--- config.mk ---
export PLATFORM = sky130hd
export DESIGN_NAME = four_byte_tx
export DESIGN_NICKNAME = d
export VERILOG_FILES = /design/src/rtl/four_byte_tx.sv
export SDC_FILE = /design/constraint.sdc
export NUM_CORES = 1
export LEC_CHECK = 0
export BUFFER_PORTS_ARGS = -buffer_cell sky130_fd_sc_hd__buf_4
export CORE_ASPECT_RATIO = 1.2
export CORE_MARGIN = 2
export CORE_UTILIZATION = 55
export DETAILED_ROUTE_END_ITERATION = 12
export PLACE_DENSITY = 0.72
export SLEW_MARGIN = 20
export SYNTH_ARGS = -nofsm -noshare
export SYNTH_HDL_FRONTEND = slang
export SYNTH_SLANG_ARGS = --single-unit
--- constraint.sdc ---
create_clock -name clk_100MHz -period 2.9 [get_ports clk_100MHz]
set_clock_uncertainty 0.1 [all_clocks]
set_input_delay 0.145 -clock clk_100MHz [delete_from_list [all_inputs] [get_ports clk_100MHz]]
set_output_delay 0.145 -clock clk_100MHz [all_outputs]
set_load 0.01 [all_outputs]
--- src/rtl/four_byte_tx.sv ---
// UART transmitter for one 32-bit word as four 8N1 bytes, MSB byte first, LSB bit first.
// All outputs are registered; the bit-timing counter is internal.
module four_byte_tx #(
    parameter int unsigned CLKS_PER_BIT = 868
) (
    input  logic        clk_100MHz,
    input  logic        RSTN,
    input  logic [31:0] i_Tx_Four_Bytes,
    input  logic        i_Tx_DV,
    output logic        o_Tx_Serial,
    output logic        o_Tx_Active,
    output logic        o_Tx_Done
);

    localparam logic [15:0] CntMax = 16'(CLKS_PER_BIT - 1);

    typedef enum logic [2:0] {
        StIdle,
        StStart,
        StData,
        StStop,
        StDone
    } state_t;

    state_t      state;
    logic [15:0] clk_cnt;
    logic [2:0]  bit_idx;
    logic [1:0]  byte_idx;
    logic [31:0] shift_word;
    logic [7:0]  cur_byte;

    always_comb begin
        cur_byte = shift_word[31:24];
        case (byte_idx)
            2'd0:    cur_byte = shift_word[31:24];
            2'd1:    cur_byte = shift_word[23:16];
            2'd2:    cur_byte = shift_word[15:8];
            default: cur_byte = shift_word[7:0];
        endcase
    end

    // Outputs are set on the edge that enters each bit, so they line up with the state.
    always_ff @(posedge clk_100MHz or negedge RSTN) begin
        if (!RSTN) begin
            state       <= StIdle;
            clk_cnt     <= 16'd0;
            bit_idx     <= 3'd0;
            byte_idx    <= 2'd0;
            shift_word  <= 32'd0;
            o_Tx_Serial <= 1'b1;
            o_Tx_Active <= 1'b0;
            o_Tx_Done   <= 1'b0;
        end else begin
            case (state)
                StIdle: begin
                    o_Tx_Serial <= 1'b1;
                    o_Tx_Active <= 1'b0;
                    o_Tx_Done   <= 1'b0;
                    if (i_Tx_DV) begin
                        shift_word  <= i_Tx_Four_Bytes;
                        byte_idx    <= 2'd0;
                        bit_idx     <= 3'd0;
                        clk_cnt     <= 16'd0;
                        o_Tx_Serial <= 1'b0;
                        o_Tx_Active <= 1'b1;
                        state       <= StStart;
                    end
                end

                StStart: begin
                    if (clk_cnt == CntMax) begin
                        clk_cnt     <= 16'd0;
                        bit_idx     <= 3'd0;
                        o_Tx_Serial <= cur_byte[0];
                        state       <= StData;
                    end else begin
                        clk_cnt <= clk_cnt + 16'd1;
                    end
                end

                StData: begin
                    if (clk_cnt == CntMax) begin
                        clk_cnt <= 16'd0;
                        if (bit_idx == 3'd7) begin
                            o_Tx_Serial <= 1'b1;
                            state       <= StStop;
                        end else begin
                            bit_idx     <= bit_idx + 3'd1;
                            o_Tx_Serial <= cur_byte[bit_idx + 3'd1];
                        end
                    end else begin
                        clk_cnt <= clk_cnt + 16'd1;
                    end
                end

                StStop: begin
                    if (clk_cnt == CntMax) begin
                        clk_cnt <= 16'd0;
                        if (byte_idx == 2'd3) begin
                            o_Tx_Serial <= 1'b1;
                            o_Tx_Active <= 1'b0;
                            o_Tx_Done   <= 1'b1;
                            state       <= StDone;
                        end else begin
                            byte_idx    <= byte_idx + 2'd1;
                            o_Tx_Serial <= 1'b0;
                            state       <= StStart;
                        end
                    end else begin
                        clk_cnt <= clk_cnt + 16'd1;
                    end
                end

                StDone: begin
                    o_Tx_Serial <= 1'b1;
                    o_Tx_Active <= 1'b0;
                    o_Tx_Done   <= 1'b0;
                    state       <= StIdle;
                end

                default: begin
                    o_Tx_Serial <= 1'b1;
                    o_Tx_Active <= 1'b0;
                    o_Tx_Done   <= 1'b0;
                    state       <= StIdle;
                end
            endcase
        end
    end

endmodule

* Yosys cells after proc, flatten, opt, wreduce, memory -nomap -nowiden
Index checks and enable logic that the tools add are counted.
** Word-level totals
- Register bits :: 59
- Input bits :: 35
- Output and inout port bits :: 3
- Logic and storage cells :: 79
** Cells by class
- Add/subtract/negate cells :: 3
- Order comparisons :: 1
- Eq/ne operators :: 16
- Muxes and demuxes :: 36
- Bitwise logic cells :: 1
- Reduce and logical (&&, ||, !) cells :: 14
** Operator list (count)
- $mux 16 :: 2
- $pmux 16 s2 :: 1
- $mux 3 :: 10
- $pmux 8 s3 :: 1
- $add 16x1->16 const B :: 1
- $eq 16x10->1 const B :: 1
- $ne 2x2->1 const B :: 8
- $mux 1 :: 12
- $pmux 3 s4 :: 1
- $reduce_and 5->1 :: 2
- $pmux 3 s3 :: 1
- $eq 3x2->1 const B :: 2
- $mux 2 :: 3
- $reduce_and 3->1 :: 2
- $eq 2x2->1 const B :: 2
- $lt 3x4->1 const B :: 1
- $pmux 1 s4 :: 1
- $pmux 2 s2 :: 1
- $reduce_and 2->1 :: 2
- $reduce_and 4->1 :: 1
- $reduce_bool 2->1 :: 2
- $add 3x1->3 const B :: 1
- $bmux 1 s3 :: 1
- $eq 3x1->1 const B :: 1
- 11 further kinds :: 11

* Logic depth before layout (Yosys ltp)
- Depth after elaboration :: 7
- Mapped depth :: 8
- Depth with buffers taken out :: 7

* Worst setup path after synthesis
OpenSTA, ideal clock, no wires.
- Kind :: register -> register
- Start point :: register byte_idx[0]
- End point :: register o_Tx_Serial
- Library setup time :: 0.092 ns
- Data arrival time :: 1.929 ns
- Data required time :: 2.708 ns
- Path slack :: 0.780 ns
- Stages on the path, launching flop included :: 9
- Buffers on the path :: 1
- Clock period less this slack :: 2.120 ns
- Cell sequence :: dfrtp_1 -> inv_1 -> ha_1 -> clkbuf_1 -> a222oi_1 -> a211oi_1 -> or4_1 -> a211oi_1 -> a21oi_1
** On the way
- Cells in the longest elaborated chain, start to end :: 7
- Elaborated cells between the ends (all ways) :: 13
- Those cells by class :: eq/ne (3); mux (9); reduce/logical (1)
** Ends and longest elaborated chain
- start, declared :: line 28 : logic [1:0] byte_idx;
- start signal, assigned :: line 105 : byte_idx <= byte_idx + 2'd1;
- $eq 2x2->1 (tied with other cells) :: line 34 : case (byte_idx)
- $pmux 8 s3 :: line 34
- $bmux 1 s3 :: line 89 : o_Tx_Serial <= cur_byte[bit_idx + 3'd1];
- $mux 1 (implied by the code) :: line 89
- $mux 1 :: line 84 : if (bit_idx == 3'd7) begin
- $mux 1 :: line 82 : if (clk_cnt == CntMax) begin
- $pmux 1 s4 (*) :: line 54 : case (state)
- end signal, assigned :: line 74 : o_Tx_Serial <= cur_byte[0];
- end signal, assigned :: line 89
- end, declared :: line 10 : output logic o_Tx_Serial,
Every way passes the cells marked *; elsewhere a longest branch is shown, timed or not. The select of a mux whose other input is x is not followed.
A chain may end at the register's enable or synchronous reset.

* Worst setup path after layout
- Start point :: register clk_cnt[11]
- End point :: register clk_cnt[5]
** On the way
- Cells in the longest elaborated chain, start to end :: 3
** Ends and longest elaborated chain
- start, declared :: line 26 : logic [15:0] clk_cnt;
- start signal, assigned :: line 77 : clk_cnt <= clk_cnt + 16'd1;
- start signal, assigned :: line 92 : clk_cnt <= clk_cnt + 16'd1;
- start signal, assigned :: line 110 : clk_cnt <= clk_cnt + 16'd1;
- $eq 16x10->1 :: line 71, 82, 97
- $mux 16 :: line 71, 82, 97
- $pmux 16 s2 :: line 54
Every way passes these cells.

==> metrics <==
all-layer global routing usage 0.2607; startpoint type of the worst setup path register; setup slack at placement approximately 570 ps; worst hold path endpoint state[0]; synthesized flop and latch total 59; maximum level of the CTS H-tree 3; CP required 3050 ps; count of final setup violators 0; post-synthesis area per instance 10.62 um2; arrival time of data at the critical path endpoint 2480 ps; total number of vias 2,447; Die Outline Area 6197 um2; TritonCTS clock tree yes; post-DR vias/cell 5.785; clock period minus worst slack 2333 ps; CP top delay family simple AND/OR/NAND/NOR gates; global placement routability congestion approximately 0.90; net switching power 396.4 uW; async set-reset flop share out of synthesis 1.000; boundary pin count 38; Final WS setup ~570 ps; Worst Path Buf+Inv 1; number of global-route vias before repair 2,531; wire length reported by the detailed router just over 7000 um; PD cells approximately 480 nW/um2; number of warnings reported in the yosys synthesis log 0; clock network fraction of design power 0.484; origin of the worst setup path clk_cnt[11]; sequential share of power 0.451; cts bufs inserted 9; worst r2r dst clk_cnt[5]; RSZ-0062 raised after global routing no; antenna diode count 0; Total Power Consumption roughly 1.9 mW; flip-flop and latch area 1478 um2; Pre-Repair DR Iteration Count 5; layout net count between 300 and 400; count of nets left with antenna violations after detail routing 0; Gate Count Post-Synth around 290; capturing element type of the critical path register; number of distinct library cells after synthesis 48; worst-skew pair later-pin latency about 350 ps; largest fanout on the critical path 14; Routed WL per cell between 15 and 20 um; Max Fclk 428.6 MHz; Std-Cell Rows 29; slowest stage cell, crit path sky130_fd_sc_hd__or4_4; Seq/Total Area, Yosys 0.4815; number of DRC markers in iteration 0 around 200; Synth-to-Final Area Change 29.03%; total internal power 1.521 mW; area of the mapped netlist 3069 um2; critical path class register to register; hpwl dp between 4000 and 5000 um; core outline area ~5300 um2; net count after synthesis around 330; share of final-layout standard cells stronger than drive strength 1 0.2632; maximum buffer depth of the clock tree 2; Port Buffer Count 37; worst min-delay path class input port to register; critical path, cell by cell or4_4 -> nor4_4 -> buf_4 -> or2_1 -> o21ai_1 -> a22o_1; Worst Reg2Reg Path Length in Cells 6; final count of hold timing violations 0; worst IR drop on VDD 0.0004146 V; outcome complete, no violations; antenna violations before repair 0; horizontal die dimension ~72 um; wire length of the first global-routing pass around 12,000 um; die height ~86 um; number of enable flip-flop cells after synthesis 0; number of clock sinks seen by CTS 59; multi-input combinational cell area around 1500 um2; proportion of power drawn by combinational gates 0.065; prevailing post-synth register cell sky130_fd_sc_hd__dfrtp_1; Initial Utilization 0.5754; R2R setup slack ~570 ps; worst slew margin relative to its limit 0.4804; Worst R2R Start clk_cnt[11]; hold path cells 3; buffer type at the clock tree root sky130_fd_sc_hd__clkbuf_8; final-layout fill cell count between 300 and 400; maximum number of pins on one net before global-route repair 60; fraction of power spent switching nets 0.2067; setup fix buffers added after clock tree synthesis 0; DRC Markers 0; total global routing overflow 0; longest individual stage delay on the worst path 560 ps; number of violations of the max-capacitance limit 0; Max Transition Viols Final 0; total leakage power 1.774 nW; launch point of the worst hold path i_Tx_DV; Final Cycle Share 0.8046; register clock-pin slew on the reported worst setup and hold paths about 70 ps; Worst-Margin Slew about 780 ps; final setup TNS 0 ps
[placed cells by master (no fill, tap or decap), drive strengths merged, types with 3 or more instances in the layout]
master,netlist,final
nor3b,3,3
nand2,21,21
a221oi,4,4
or3,4,4
a21oi,16,16
dfrtp,58,58
ha,8,8
inv,15,15
or2,3,3
buf,6,39
a22oi,7,7
o21ai,24,24
a211oi,3,3
nor3,6,6
nor2b,4,4
mux2i,4,4
a22o,5,5
dlygate4sd3,0,33
nand3,6,6
xor2,4,4
nand2b,3,3
clkbuf,10,11
and3,6,6
or4,7,7
bufinv,0,3
mux2,31,31
nor2,11,11
[power by group through the flow]
stage	clock [mW]	sequential, mW	combinational (mW)
after CTS	0.936	0.864	0.124
after global placement	0	0.879	0.0862
after floorplan	0	0.873	0.0312
after global routing	0.971	0.868	0.136
final	0.928	0.865	0.125
after detailed placement	0	0.880	0.0883
[registers in the layout, summed over array words and instances (netlist names)]
register and cells:
o_Tx_Serial 1, clk_cnt 16, byte_idx 2, bit_idx 3, o_Tx_Active 1, o_Tx_Done 1, state 3, shift_word 32
[cell type report]
type,instances,share of cell area
clock buffer,11,0.03570
multi-input combinational,199,0.3716
timing repair buffer,72,0.1605
clock inverter,5,0.02528
inverter,15,0.01422
tap,62,0.01959
sequential,59,0.3731
[worst max-delay path by stage]
stage,to,slack [ps],depth (start not counted)
CTS,clk_cnt[5],570,6
floorplan,o_Tx_Serial,780,8
global route,o_Tx_Serial,400,7
finish,clk_cnt[5],570,6
global placement,clk_cnt[5],610,6
detailed placement,clk_cnt[5],570,6
[worst min-delay path: stages]
cell                      delay (ps)
sky130_fd_sc_hd__buf_4           120
sky130_fd_sc_hd__nand2_1          90
sky130_fd_sc_hd__a31oi_1          90
[logic make-up (layout without fill, tap and decap cells)]
family	after synthesis	count (layout)	synth area share
xor+xnor	4	4	0.01141
buf+inv	31	103	0.04199
fa+ha+maj	8	8	0.03261
compound gates	69	69	0.1455
flops	59	59	0.4815
simple gates	83	83	0.1602
mux	35	35	0.1268
[cell usage after synthesis (all sizes together), types with 7 or more instances]
cell	instances	area share
clkbuf	10	0.012
o21ai	24	0.039
or4	7	0.020
mux2	31	0.11
dfrtp	58	0.47
inv	15	0.018
nor2	11	0.014
a22oi	7	0.017
nand2	21	0.026
a21oi	16	0.027
ha	8	0.033
[repair_timing]
item / CTS / global route
hold buffers: 33 / 0
hold endpoints to repair: 90 / 0
gates resized for setup: 0 / 0
endpoints found under the setup margin: 0 / 0
[layer usage]
metal,GRT usage,part of all wire,wire (um)
met2,0.4487,0.52,3765
met1,0.3243,0.42,3058
met5,0,0,0
met4,0.07890,0.014,98
met3,0.05993,0.041,295
[per-stage QoR]
stage | instances | area [um2] | hold WS, ps | utilization
2_1_floorplan | 289 | 3069 | -250.6 | -
3_3_place_gp | 374 | 3388 | 148.8 | 0.6352
3_5_place_dp | 374 | 3388 | 162.0 | 0.6352
4_1_cts | 423 | 3960 | 57.93 | 0.7424
5_1_grt | 423 | 3960 | 80.21 | 0.7424
6_report | 423 | 3960 | 53.72 | 0.7424
Power figures use the tool's default switching activity.
